$ cat src/rtl/main_fsm_if.sv
// Control bundle between the multicycle control FSM and the datapath:
// opcode in, Moore control strobes and mux selects out.
interface main_fsm_if;
    logic [6:0] op;
    logic       pc_update;
    logic       branch;
    logic       ir_write;
    logic       reg_write;
    logic       mem_write;
    logic       adr_src;
    logic [1:0] result_src;
    logic [1:0] alu_src_a;
    logic [1:0] alu_src_b;
    logic [1:0] alu_op;

    modport master (
        output op,
        input  pc_update, branch, ir_write, reg_write, mem_write, adr_src,
        input  result_src, alu_src_a, alu_src_b, alu_op
    );

    modport slave (
        input  op,
        output pc_update, branch, ir_write, reg_write, mem_write, adr_src,
        output result_src, alu_src_a, alu_src_b, alu_op
    );
endinterface

$ cat src/rtl/main_fsm.sv
// Multicycle RISC-V main control FSM: Moore outputs decoded from the state,
// opcode consulted only in DECODE and MEMADR.
module main_fsm (
    input  logic       clk,
    input  logic       reset_n,
    main_fsm_if.slave  bus
);
    localparam logic [6:0] OP_LW  = 7'b0000011;
    localparam logic [6:0] OP_SW  = 7'b0100011;
    localparam logic [6:0] OP_R   = 7'b0110011;
    localparam logic [6:0] OP_I   = 7'b0010011;
    localparam logic [6:0] OP_BEQ = 7'b1100011;
    localparam logic [6:0] OP_JAL = 7'b1101111;

    typedef enum logic [3:0] {
        FETCH    = 4'd0,
        DECODE   = 4'd1,
        MEMADR   = 4'd2,
        MEMREAD  = 4'd3,
        MEMWB    = 4'd4,
        MEMWRITE = 4'd5,
        EXECUTER = 4'd6,
        EXECUTEI = 4'd7,
        ALUWB    = 4'd8,
        BEQ      = 4'd9,
        JAL      = 4'd10
    } state_t;

    state_t state_q;
    state_t state_d;

    always_ff @(posedge clk or negedge reset_n) begin
        if (!reset_n) begin
            state_q <= FETCH;
        end else begin
            state_q <= state_d;
        end
    end

    always_comb begin
        state_d        = FETCH;
        bus.pc_update  = 1'b0;
        bus.branch     = 1'b0;
        bus.ir_write   = 1'b0;
        bus.reg_write  = 1'b0;
        bus.mem_write  = 1'b0;
        bus.adr_src    = 1'b0;
        bus.result_src = 2'b00;
        bus.alu_src_a  = 2'b00;
        bus.alu_src_b  = 2'b00;
        bus.alu_op     = 2'b00;

        case (state_q)
            FETCH: begin
                state_d        = DECODE;
                bus.ir_write   = 1'b1;
                bus.alu_src_b  = 2'b10;
                bus.result_src = 2'b10;
                bus.pc_update  = 1'b1;
            end
            DECODE: begin
                bus.alu_src_a = 2'b01;
                bus.alu_src_b = 2'b01;
                case (bus.op)
                    OP_LW, OP_SW: state_d = MEMADR;
                    OP_R:         state_d = EXECUTER;
                    OP_I:         state_d = EXECUTEI;
                    OP_BEQ:       state_d = BEQ;
                    OP_JAL:       state_d = JAL;
                    default:      state_d = FETCH;
                endcase
            end
            MEMADR: begin
                state_d       = (bus.op == OP_LW) ? MEMREAD : MEMWRITE;
                bus.alu_src_a = 2'b10;
                bus.alu_src_b = 2'b01;
            end
            MEMREAD: begin
                state_d     = MEMWB;
                bus.adr_src = 1'b1;
            end
            MEMWB: begin
                state_d        = FETCH;
                bus.result_src = 2'b01;
                bus.reg_write  = 1'b1;
            end
            MEMWRITE: begin
                state_d       = FETCH;
                bus.adr_src   = 1'b1;
                bus.mem_write = 1'b1;
            end
            EXECUTER: begin
                state_d       = ALUWB;
                bus.alu_src_a = 2'b10;
                bus.alu_op    = 2'b10;
            end
            EXECUTEI: begin
                state_d       = ALUWB;
                bus.alu_src_a = 2'b10;
                bus.alu_src_b = 2'b01;
                bus.alu_op    = 2'b10;
            end
            ALUWB: begin
                state_d       = FETCH;
                bus.reg_write = 1'b1;
            end
            BEQ: begin
                state_d       = FETCH;
                bus.alu_src_a = 2'b10;
                bus.alu_op    = 2'b01;
                bus.branch    = 1'b1;
            end
            JAL: begin
                state_d       = ALUWB;
                bus.alu_src_a = 2'b01;
                bus.alu_src_b = 2'b10;
                bus.pc_update = 1'b1;
            end
            // Unused encodings fall back to FETCH with all strobes low.
            default: state_d = FETCH;
        endcase
    end
endmodule

$ cat src/flat_wrapper.sv
// flat-port wrapper written by rule: the top's interface ports become plain ports
module main_fsm_flat 
  (clk, reset_n, bus_op, bus_pc_update, bus_branch, bus_ir_write, bus_reg_write, bus_mem_write, bus_adr_src, bus_result_src, bus_alu_src_a, bus_alu_src_b, bus_alu_op);
  main_fsm_if bus_i ();
  input  logic clk;
  input  logic reset_n;
  input wire logic [$bits(bus_i.op)-1:0] bus_op;
  output wire logic [$bits(bus_i.pc_update)-1:0] bus_pc_update;
  output wire logic [$bits(bus_i.branch)-1:0] bus_branch;
  output wire logic [$bits(bus_i.ir_write)-1:0] bus_ir_write;
  output wire logic [$bits(bus_i.reg_write)-1:0] bus_reg_write;
  output wire logic [$bits(bus_i.mem_write)-1:0] bus_mem_write;
  output wire logic [$bits(bus_i.adr_src)-1:0] bus_adr_src;
  output wire logic [$bits(bus_i.result_src)-1:0] bus_result_src;
  output wire logic [$bits(bus_i.alu_src_a)-1:0] bus_alu_src_a;
  output wire logic [$bits(bus_i.alu_src_b)-1:0] bus_alu_src_b;
  output wire logic [$bits(bus_i.alu_op)-1:0] bus_alu_op;
  assign bus_i.op = bus_op;
  assign bus_pc_update = bus_i.pc_update;
  assign bus_branch = bus_i.branch;
  assign bus_ir_write = bus_i.ir_write;
  assign bus_reg_write = bus_i.reg_write;
  assign bus_mem_write = bus_i.mem_write;
  assign bus_adr_src = bus_i.adr_src;
  assign bus_result_src = bus_i.result_src;
  assign bus_alu_src_a = bus_i.alu_src_a;
  assign bus_alu_src_b = bus_i.alu_src_b;
  assign bus_alu_op = bus_i.alu_op;
  main_fsm u_core (.clk(clk), .reset_n(reset_n), .bus(bus_i));
endmodule
$ cat config.mk
export PLATFORM = sky130hd
export DESIGN_NAME = main_fsm_flat
export DESIGN_NICKNAME = d
export VERILOG_FILES = /design/src/rtl/main_fsm_if.sv /design/src/rtl/main_fsm.sv /design/src/flat_wrapper.sv
export SDC_FILE = /design/constraint.sdc
export NUM_CORES = 1
export LEC_CHECK = 0
export ABC_AREA = 0
export BUFFER_PORTS_ARGS = -buffer_cell sky130_fd_sc_hd__buf_2
export CAP_MARGIN = 15
export CORE_AREA = 2 2 39 41
export DETAILED_ROUTE_END_ITERATION = 6
export DIE_AREA = 0 0 41 43
export PLACE_DENSITY = 0.66
export SLEW_MARGIN = 20
export SYNTH_ARGS = -nofsm -noshare
export SYNTH_HDL_FRONTEND = slang
export SYNTH_SLANG_ARGS = --single-unit
$ cat constraint.sdc
create_clock -name clk -period 1.7 [get_ports clk]
set_input_delay 0.34 -clock clk [delete_from_list [all_inputs] [get_ports clk]]
set_output_delay 0.34 -clock clk [all_outputs]
set_load 0.01 [all_outputs]
Word-level counts from Yosys, hierarchy flattened
Index checks and enable logic that the tools add are counted.
- register bits after elaboration: 4
- latch bits: 0
- memory bits (writable): 0
- ROM bits: 0
- bits of input ports: 9
- logic and storage cells: 40
- memories: 0
- add/subtract/negate cells: 0
- multipliers: 0
- divide/modulo/power cells: 0
- $lt $le $gt $ge: 0
- eq/ne operators: 16
- shifts and indexed selects: 0
- multiplexer cells: 13
- bitwise gates (word level): 0
- reductions and logical operators: 10
- operator list (kind ; number):
    $pmux W4 S5 ; 2
    $eq A4 B3 Y1 const B ; 4
    $pmux W2 S2 ; 4
    $eq A7 B6 Y1 const B ; 2
    $eq A7 B7 Y1 const B ; 2
    $eq A4 B4 Y1 const B ; 3
    $reduce_or A2 Y1 ; 6
    $eq A4 B2 Y1 const B ; 2
    $eq A7 B2 Y1 const B ; 1
    $eq A7 B5 Y1 const B ; 1
    $mux W1 ; 6
    $reduce_or A3 Y1 ; 2
    $eq A4 B1 Y1 const B ; 1
    $logic_not A4 Y1 ; 1
    $reduce_or A4 Y1 ; 1
    $mux W3 ; 1

Logic depth before layout (Yosys ltp)
Gate-level depths: netlist (run 1).
- word-level depth: 4
- depth in mapped cells: 4

Worst setup path after synthesis (run 1)
OpenSTA, ideal clock, no wires.
- kind: reg-to-output
- start point: register u_core.state_q[3]
- end point: output bus_alu_src_a[0]
- arrival time: 1097 ps
- required time: 1360 ps
- setup slack: 263 ps
- stages on the path, launching flop included: 5
- buffers on the path: 1
- path through: dfrtp_1 buf_2 inv_1 or3_1 a21oi_1
- word-level cells in the longest chain between the ends: 3
- elaborated cells on any way between the ends: 9
- classes of those cells: eq/ne (6); mux (1); reduce/logical (2)
- ends and longest elaborated chain (element ; RTL line ; RTL):
    start, declared ; main_fsm.sv:29 ; state_t state_q;
    start signal, assigned ; main_fsm.sv:36 ; state_q <= state_d;
    $eq A4 B4 Y1, or another cell as far along ; main_fsm.sv:53 ; case (state_q)
    $reduce_or A4 Y1 (no source line) / $reduce_or A2 Y1 (equally long branches) ; n/a ;
    $pmux W2 S2 * ; main_fsm.sv:53 ;
    end, declared ; flat_wrapper.sv:15 ; output wire logic [$bits(bus_i.alu_src_a)-1:0] bus_alu_src_a;
Mark *: on every way between the ends. The rest lies on a longest branch, timed or not.

Worst setup path after layout (run 1)
- start point: register u_core.state_q[0]
- end point: output bus_alu_src_a[0]
Same word-level chain as after synthesis.

==> implementation parameters, run 1 <==
Parameter                              Value

Die
  Die Height    43 microns
  Die X-Extent    roughly 41 microns
  Number of top-level pins    23
  Total core area    between 1000 and 1500 sq um
  Effective utilization at floorplan    a little under a third
  Number of rows created at floorplan    14
  Die Area    1763 sq um

Timing
  Actual transition at the worst max-transition pin    463.5 ps
  Setup tns final    0 ps
  Time the worst path needs with I/O delays and setup    1673 ps
  Final critical-path share of the clock period    98.40%
  Setup violations, final    0
  Max-slew violation count    0
  F_max    597.8 MHz
  Final number of hold-violating endpoints    0
  Unrepaired setup endpoints after global routing    no
  Skew final    between 0.5 and 0.6 ps
  Headroom to the max-slew limit    68.81%

Setup path
  Slowest-stage cell, CP    dfrtp_2
  Cell count along the critical path    3
  Cell type group with the largest total delay on the critical path    flip-flops
  Terminus of the critical flop-to-flop path    u_core.state_q[1]
  Cells on worst reg2reg path    4
  Critical Path End Type    output pin
  Maximum fanout count along the critical path    7
  Worst reg2reg path startpoint    u_core.state_q[0]
  Combined buffer and inverter count along the critical path    1
  Cell chain of the critical path    or3_1 -> a21oi_1 -> buf_2
  Beginning of the critical path    u_core.state_q[0]
  Worst stage delay on the critical path    440 ps
  Worst endpoint required time    roughly 1400 ps
  Arrival time reported for the critical path endpoint    1330 ps
  Worst Setup Start Kind    flip-flop
  Worst Setup Path Type    flip-flop to output pin
  Last element of the critical path    bus_alu_src_a[0]
  Reg-to-reg setup timing slack    160 ps

Placement
  Dpl hpwl    774.8 microns
  Routability congestion estimate from global placement    0.7671
  Placed instance count    93
  Count of input and output buffers    22

Synthesis
  Number of flops mapped to enable cells by yosys    0
  Cell area after synthesis    around 430 sq um
  Number of distinct library cells after synthesis    31
  Share of synthesized flip-flops with an asynchronous set or reset    between 90% and 100%
  Gate count after technology mapping    56
  Top cell type's share of synthesized area    23.32%
  Synth warn    0
  Register area share after synthesis    a little under a quarter
  Top cell type by total area after synthesis    dfrtp_1
  Number of flip-flops and latches in the synthesized netlist    4
  Synth Area per Inst    around 7.7 sq um
  Top cells by instance count after synthesis    nor2_1 (5), nor3_1 (5), buf_2 (4), dfrtp_1 (4)
  Leading register cell type out of synthesis    dfrtp_1
  Synthesized Nets    65
  Main area contributors after synthesis    dfrtp_1 (23%), xor2_1 (6.1%), nor3_1 (5.8%), buf_2 (4.7%), nor2_1 (4.4%)

Route
  Number of DRC violations after detailed routing    0
  Vias    515
  Antenna Violating Nets Remaining    0
  WL per Instance    10.49 microns
  DRT iter0 DRCs    9
  Routed vias/inst    5.150
  Final WL    1049 microns
  Number of detailed-routing iterations run before antenna repair    4

Clock network
  Master cell of the clock root buffer    clkbuf_4
  Clock latency reported for the late side of the worst-skew pair    230 ps
  # H-tree levels    1
  CTS Sinks    4
  Clock tree from TritonCTS    done
  Buffer depth of the longest clock path    2
  Clock buffer count from CTS    3
  Clock-pin slew on the worst setup and hold paths    40 ps

Min path
  Hold Crit Class    input port to flip-flop
  Hold path startpoint    bus_op[0]

Power and ir drop
  Peak supply drop    0.3119 mV
  Leakage Power    0.0003102 uW
  Power density normalized to cell area    between 1000 and 1500 nW/um^2

Finish
  Register name with the most flops    u_core.state_q
  Fraction of layout instances using a drive strength above 1    45.24%
  Number of flip-flops under the largest register name    4
  Util after Layout    45.66%
  N_diodes    0
  Layout overhead on the synthesized area    47.23%
  Final Non-Filler Cells    100
  Top flop regs    u_core.state_q (4)
  Net count of the finished layout    between 90 and 100

GRT
  First-pass GRT wire length    1669 microns
  Grt met3 use    1.571%
  Fraction of met1 tracks used by global routing    18.18%
  Maximum number of pins on one net before global-route repair    14
  Vias in the first global route    around 440
  Number of antenna violations at the first check in global routing    0
  GRT Total Usage    between 10% and 20%
  Routing layer with the top usage in global route    met2
  Global route overflow    0
  GR Layer Usage met2    19.06%

Run
  Maximum Capacitance Violations    0

Run status
  Run status    finished, final reports clean
-- metrics by stage --
stage | cell area [sq um] | power (uW) | worst slack, ps | hold slack (ps)
5_1_grt | 631.9 | 679.3 | 1.457 | 389.6
4_1_cts | 611.8 | 616.2 | 18.92 | 355.6
3_3_place_gp | 561.8 | 449.4 | 208.5 | 148.7
2_1_floorplan | 429.2 | 331.9 | 263.3 | 44.41
6_report | 631.9 | 632.4 | 27.16 | 365.5
3_5_place_dp | 561.8 | 454.1 | 199.6 | 150.8
-- report_power, final --
group | internal, uW | switching (uW)
sequential | 113 | 29.1
clock | 78.9 | 37.4
combinational | 191 | 184
-- cells by family after synthesis --
family          Yosys count  share of synthesized area (%)
simple gates             28                          36.74
compound gates           10                          18.37
buf+inv                   8                          9.039
xor+xnor                  5                          10.21
flops                     4                          23.32
mux                       1                          2.332
-- routing by layer --
metal | vias up | part of all wire (%)
li1 | 262 | -
met1 | 231 | 43
met2 | 22 | 50
met3 | 0 | 7.2
met4 | 0 | 0
met5 | - | 0
-- worst register-to-register path: stages, from the launching register on --
cell and delay, ps:
dfrtp_2 440, buf_4 170, nor4_1 450, nand3_1 130
a211oi_1 250
-- layout by cell type, fill, tap and decap left out, drive strengths merged, types with 2 or more instances in the layout --
cell type	n
nand2	3
dfrtp	4
inv	3
xor2	3
nand3	3
clkbuf	3
nor3	5
nor4	3
nor2	5
xnor2	2
buf	29
-- worst min path at each step --
stage	slack, ps	cells past startpoint	end
final	370	3	u_core.state_q[1]
after CTS	360	3	u_core.state_q[1]
after global routing	390	3	u_core.state_q[1]
after detailed placement	150	1	u_core.state_q[3]
after floorplan	40	0	u_core.state_q[0]
after global placement	150	1	u_core.state_q[1]
-- cell type report --
type	count	area, sq um
tap	16	20.02
sequential	4	102.6
timing repair buffer	30	172.7
multi-input combinational	44	302.8
inverter	3	11.26
clock buffer	3	22.52
fill	143	752.0
-- timing repair --
action	4_1_cts	5_1_grt
buffers inserted	2	1
resized for setup	2	3
hold endpoints to repair	4	0
hold buffers	1	0
endpoints found under the setup margin	5	8
(Power assumes the default switching activity.)
==> run 2: changes to the inputs <==
--- a/config.mk
+++ b/config.mk
@@ -8,10 +8,10 @@
 export ABC_AREA = 0
 export BUFFER_PORTS_ARGS = -buffer_cell sky130_fd_sc_hd__buf_2
 export CAP_MARGIN = 15
-export CORE_AREA = 2 2 39 41
+export CORE_AREA = 2 2 41 43
 export DETAILED_ROUTE_END_ITERATION = 6
-export DIE_AREA = 0 0 41 43
-export PLACE_DENSITY = 0.66
+export DIE_AREA = 0 0 43 45
+export PLACE_DENSITY = 0.61
 export SLEW_MARGIN = 20
 export SYNTH_ARGS = -nofsm -noshare
 export SYNTH_HDL_FRONTEND = slang
==> constraint.sdc (replaced) <==
create_clock -name clk -period 1.7 [get_ports clk]
set_input_delay 0 -clock clk [delete_from_list [all_inputs] [get_ports clk]]
set_output_delay 0 -clock clk [all_outputs]
set_load 0.01 [all_outputs]
==> implementation parameters, run 2 (synthesis gave the netlist of run 1 again) <==
Parameter                              Value

Run status
  Run status    finished, final reports clean

Placement
  Routability congestion estimate from global placement    0.7848 (+2.3%)
  Dpl ws    396.8 ps (+197.3 ps)
  Placed instance count    91 (-2.2%)
  Dpl hpwl    805.4 microns (+3.9%)
  Area post-placement    546.8 sq um (-2.7%)
  Count of input and output buffers    22 (unchanged)

Power and ir drop
  Post-layout power    573.5 uW (-9.3%)
  Peak supply drop    0.3809 mV (+22%)
  Leakage Power    0.0002803 uW (-9.6%)
  Power density normalized to cell area    990.0 nW/um^2 (-1.1%)

Route
  Number of DRC violations after detailed routing    0 (unchanged)
  Routed vias/inst    5.158 (+0.15%)
  Antenna Violating Nets Remaining    0 (unchanged)
  Vias    490 (-4.9%)
  WL per Instance    10.73 microns (+2.3%)
  Number of detailed-routing iterations run before antenna repair    4 (unchanged)
  DRT iter0 DRCs    13 (+4)
  Final WL    1019 microns (-2.9%)

Setup path
  Critical Path End Type    output pin
  Worst Setup Start Kind    flip-flop
  Arrival time reported for the critical path endpoint    1530 ps (+200 ps)
  Worst endpoint required time    1700 ps (+340 ps)
  Maximum fanout count along the critical path    11 (+4)
  Worst Setup Path Type    flip-flop to output pin

Finish
  N_diodes    0 (unchanged)
  Layout overhead on the synthesized area    34.99%
  Most used cells in the layout excluding fill and tap cells    buf_2 (22), nor2_1 (5), nor3_1 (5), dfrtp_1 (4)
  Number of flip-flops under the largest register name    4 (unchanged)
  Net count of the finished layout    90 (-5.3%)
  Non-Filler Cell Area, Final    579.3 sq um (-8.3%)
  Fraction of layout instances using a drive strength above 1    36.71% (-8.5 points)
  Register name with the most flops    u_core.state_q
  Top flop regs    u_core.state_q (4)
  Commonest non-fill, non-tap cell in the layout    buf_2
  Final Non-Filler Cells    95 (-5.0%)

GRT
  Vias in the first global route    394 (-11%)
  Number of antenna violations at the first check in global routing    0 (unchanged)
  Maximum number of pins on one net before global-route repair    16 (+2)
  Global route overflow    0 (unchanged)
  GRT Total Usage    11.88% (-1.7 points)
  First-pass GRT wire length    1738 microns (+4.1%)

Clock network
  Buffer depth of the longest clock path    2 (unchanged)
  Clock buffer count from CTS    3 (unchanged)
  # H-tree levels    1 (unchanged)
  Clock latency reported for the late side of the worst-skew pair    230 ps (about the same)
  Master cell of the clock root buffer    clkbuf_4
  Clock-pin slew on the worst setup and hold paths    40 ps (about the same)
  Clock tree from TritonCTS    done
  CTS Sinks    4 (unchanged)

Timing
  Actual transition at the worst max-transition pin    431.5 ps (-32.05 ps)
  Unrepaired setup endpoints after global routing    no
  Max-slew violation count    0 (unchanged)
  Skew final    1.931 ps (+1.394 ps)
  Final number of hold-violating endpoints    0 (unchanged)
  Setup violations, final    0 (unchanged)
  Final critical-path share of the clock period    89.99% (-8.4 points)
  Worst-case setup margin in the final layout    170.1 ps (+143.0 ps)
  Setup tns final    0 ps (unchanged)
  Headroom to the max-slew limit    70.97% (+2.2 points)
  F_max    653.6 MHz (+9.3%)
  Time the worst path needs with I/O delays and setup    1530 ps (-143.0 ps)

Die
  Die Area    1935 sq um (+9.8%)
  Number of top-level pins    23 (unchanged)
  Total core area    1471 sq um (+6.3%)
  Number of rows created at floorplan    14 (unchanged)
  Effective utilization at floorplan    29.17% (-1.8 points)
  Die Height    45 microns (+4.7%)
  Die X-Extent    43 microns (+4.9%)

Run
  Maximum Capacitance Violations    0 (unchanged)

Min path
  Hold Crit Class    input port to flip-flop
[run 2: cell count changes in the layout (fill, tap and decap cells not counted), sizes merged]
cell,delta
buf,-5
[run 2: routing by layer]
layer / global-route usage (%) / vias up / part of all wire [%]
met2: 16.97 / 18 / 46
li1: - / 253 / -
met3: 1.200 / 0 / 6.5
met5: 0 / - / 0
met4: 7.273 / 0 / 0
met1: 17.20 / 219 / 48
[run 2: critical path, stage by stage, from the launching register on]
cell     delay, ps
dfrtp_1        560
inv_1          140
or3_1          330
a21oi_1        130
buf_2          150
[run 2: through the flow]
step / utilization [%] / hold slack [ps]
after CTS: 39.37 / 25.08
after global placement: 37.16 / -192.5
final: 39.37 / 27.34
after global routing: 39.37 / 32.60
after floorplan: - / -295.6
after detailed placement: 37.16 / -191.2
[run 2: what timing repair did]
| action | in CTS | in global routing |
|---|---|---|
| setup endpoints to repair | 0 | 0 |
| resized for setup | 0 | 0 |
| setup buffers | 0 | 0 |
| hold buffers | 1 | 0 |
| endpoints found under the hold margin | 4 | 0 |
[run 2: final cells by class]
class	count	area, sq um
clock buffers	3	22.52
inverters	3	11.26
multi-input cells	44	290.3
well taps	16	20.02
fillers	157	892.1
flip-flops and latches	4	100.1
repair buffers	25	135.1
[run 2: where the power goes]
part	internal (uW)	switching [uW]
Clock	78.7	34.9
Combinational	147	187
Sequential	110	15.1
[run 2: worst paths after layout]
path                       slack, ps               from                end  cells after the start
max in group asynchronous       1480            reset_n  u_core.state_q[3]                      2
min in group asynchronous        100            reset_n  u_core.state_q[2]                      2
max                              170  u_core.state_q[3]   bus_alu_src_a[0]                      4
max reg2reg                      380  u_core.state_q[0]  u_core.state_q[3]                      4
min reg2reg                      590  u_core.state_q[1]  u_core.state_q[1]                      2
min                               30          bus_op[0]  u_core.state_q[1]                      3
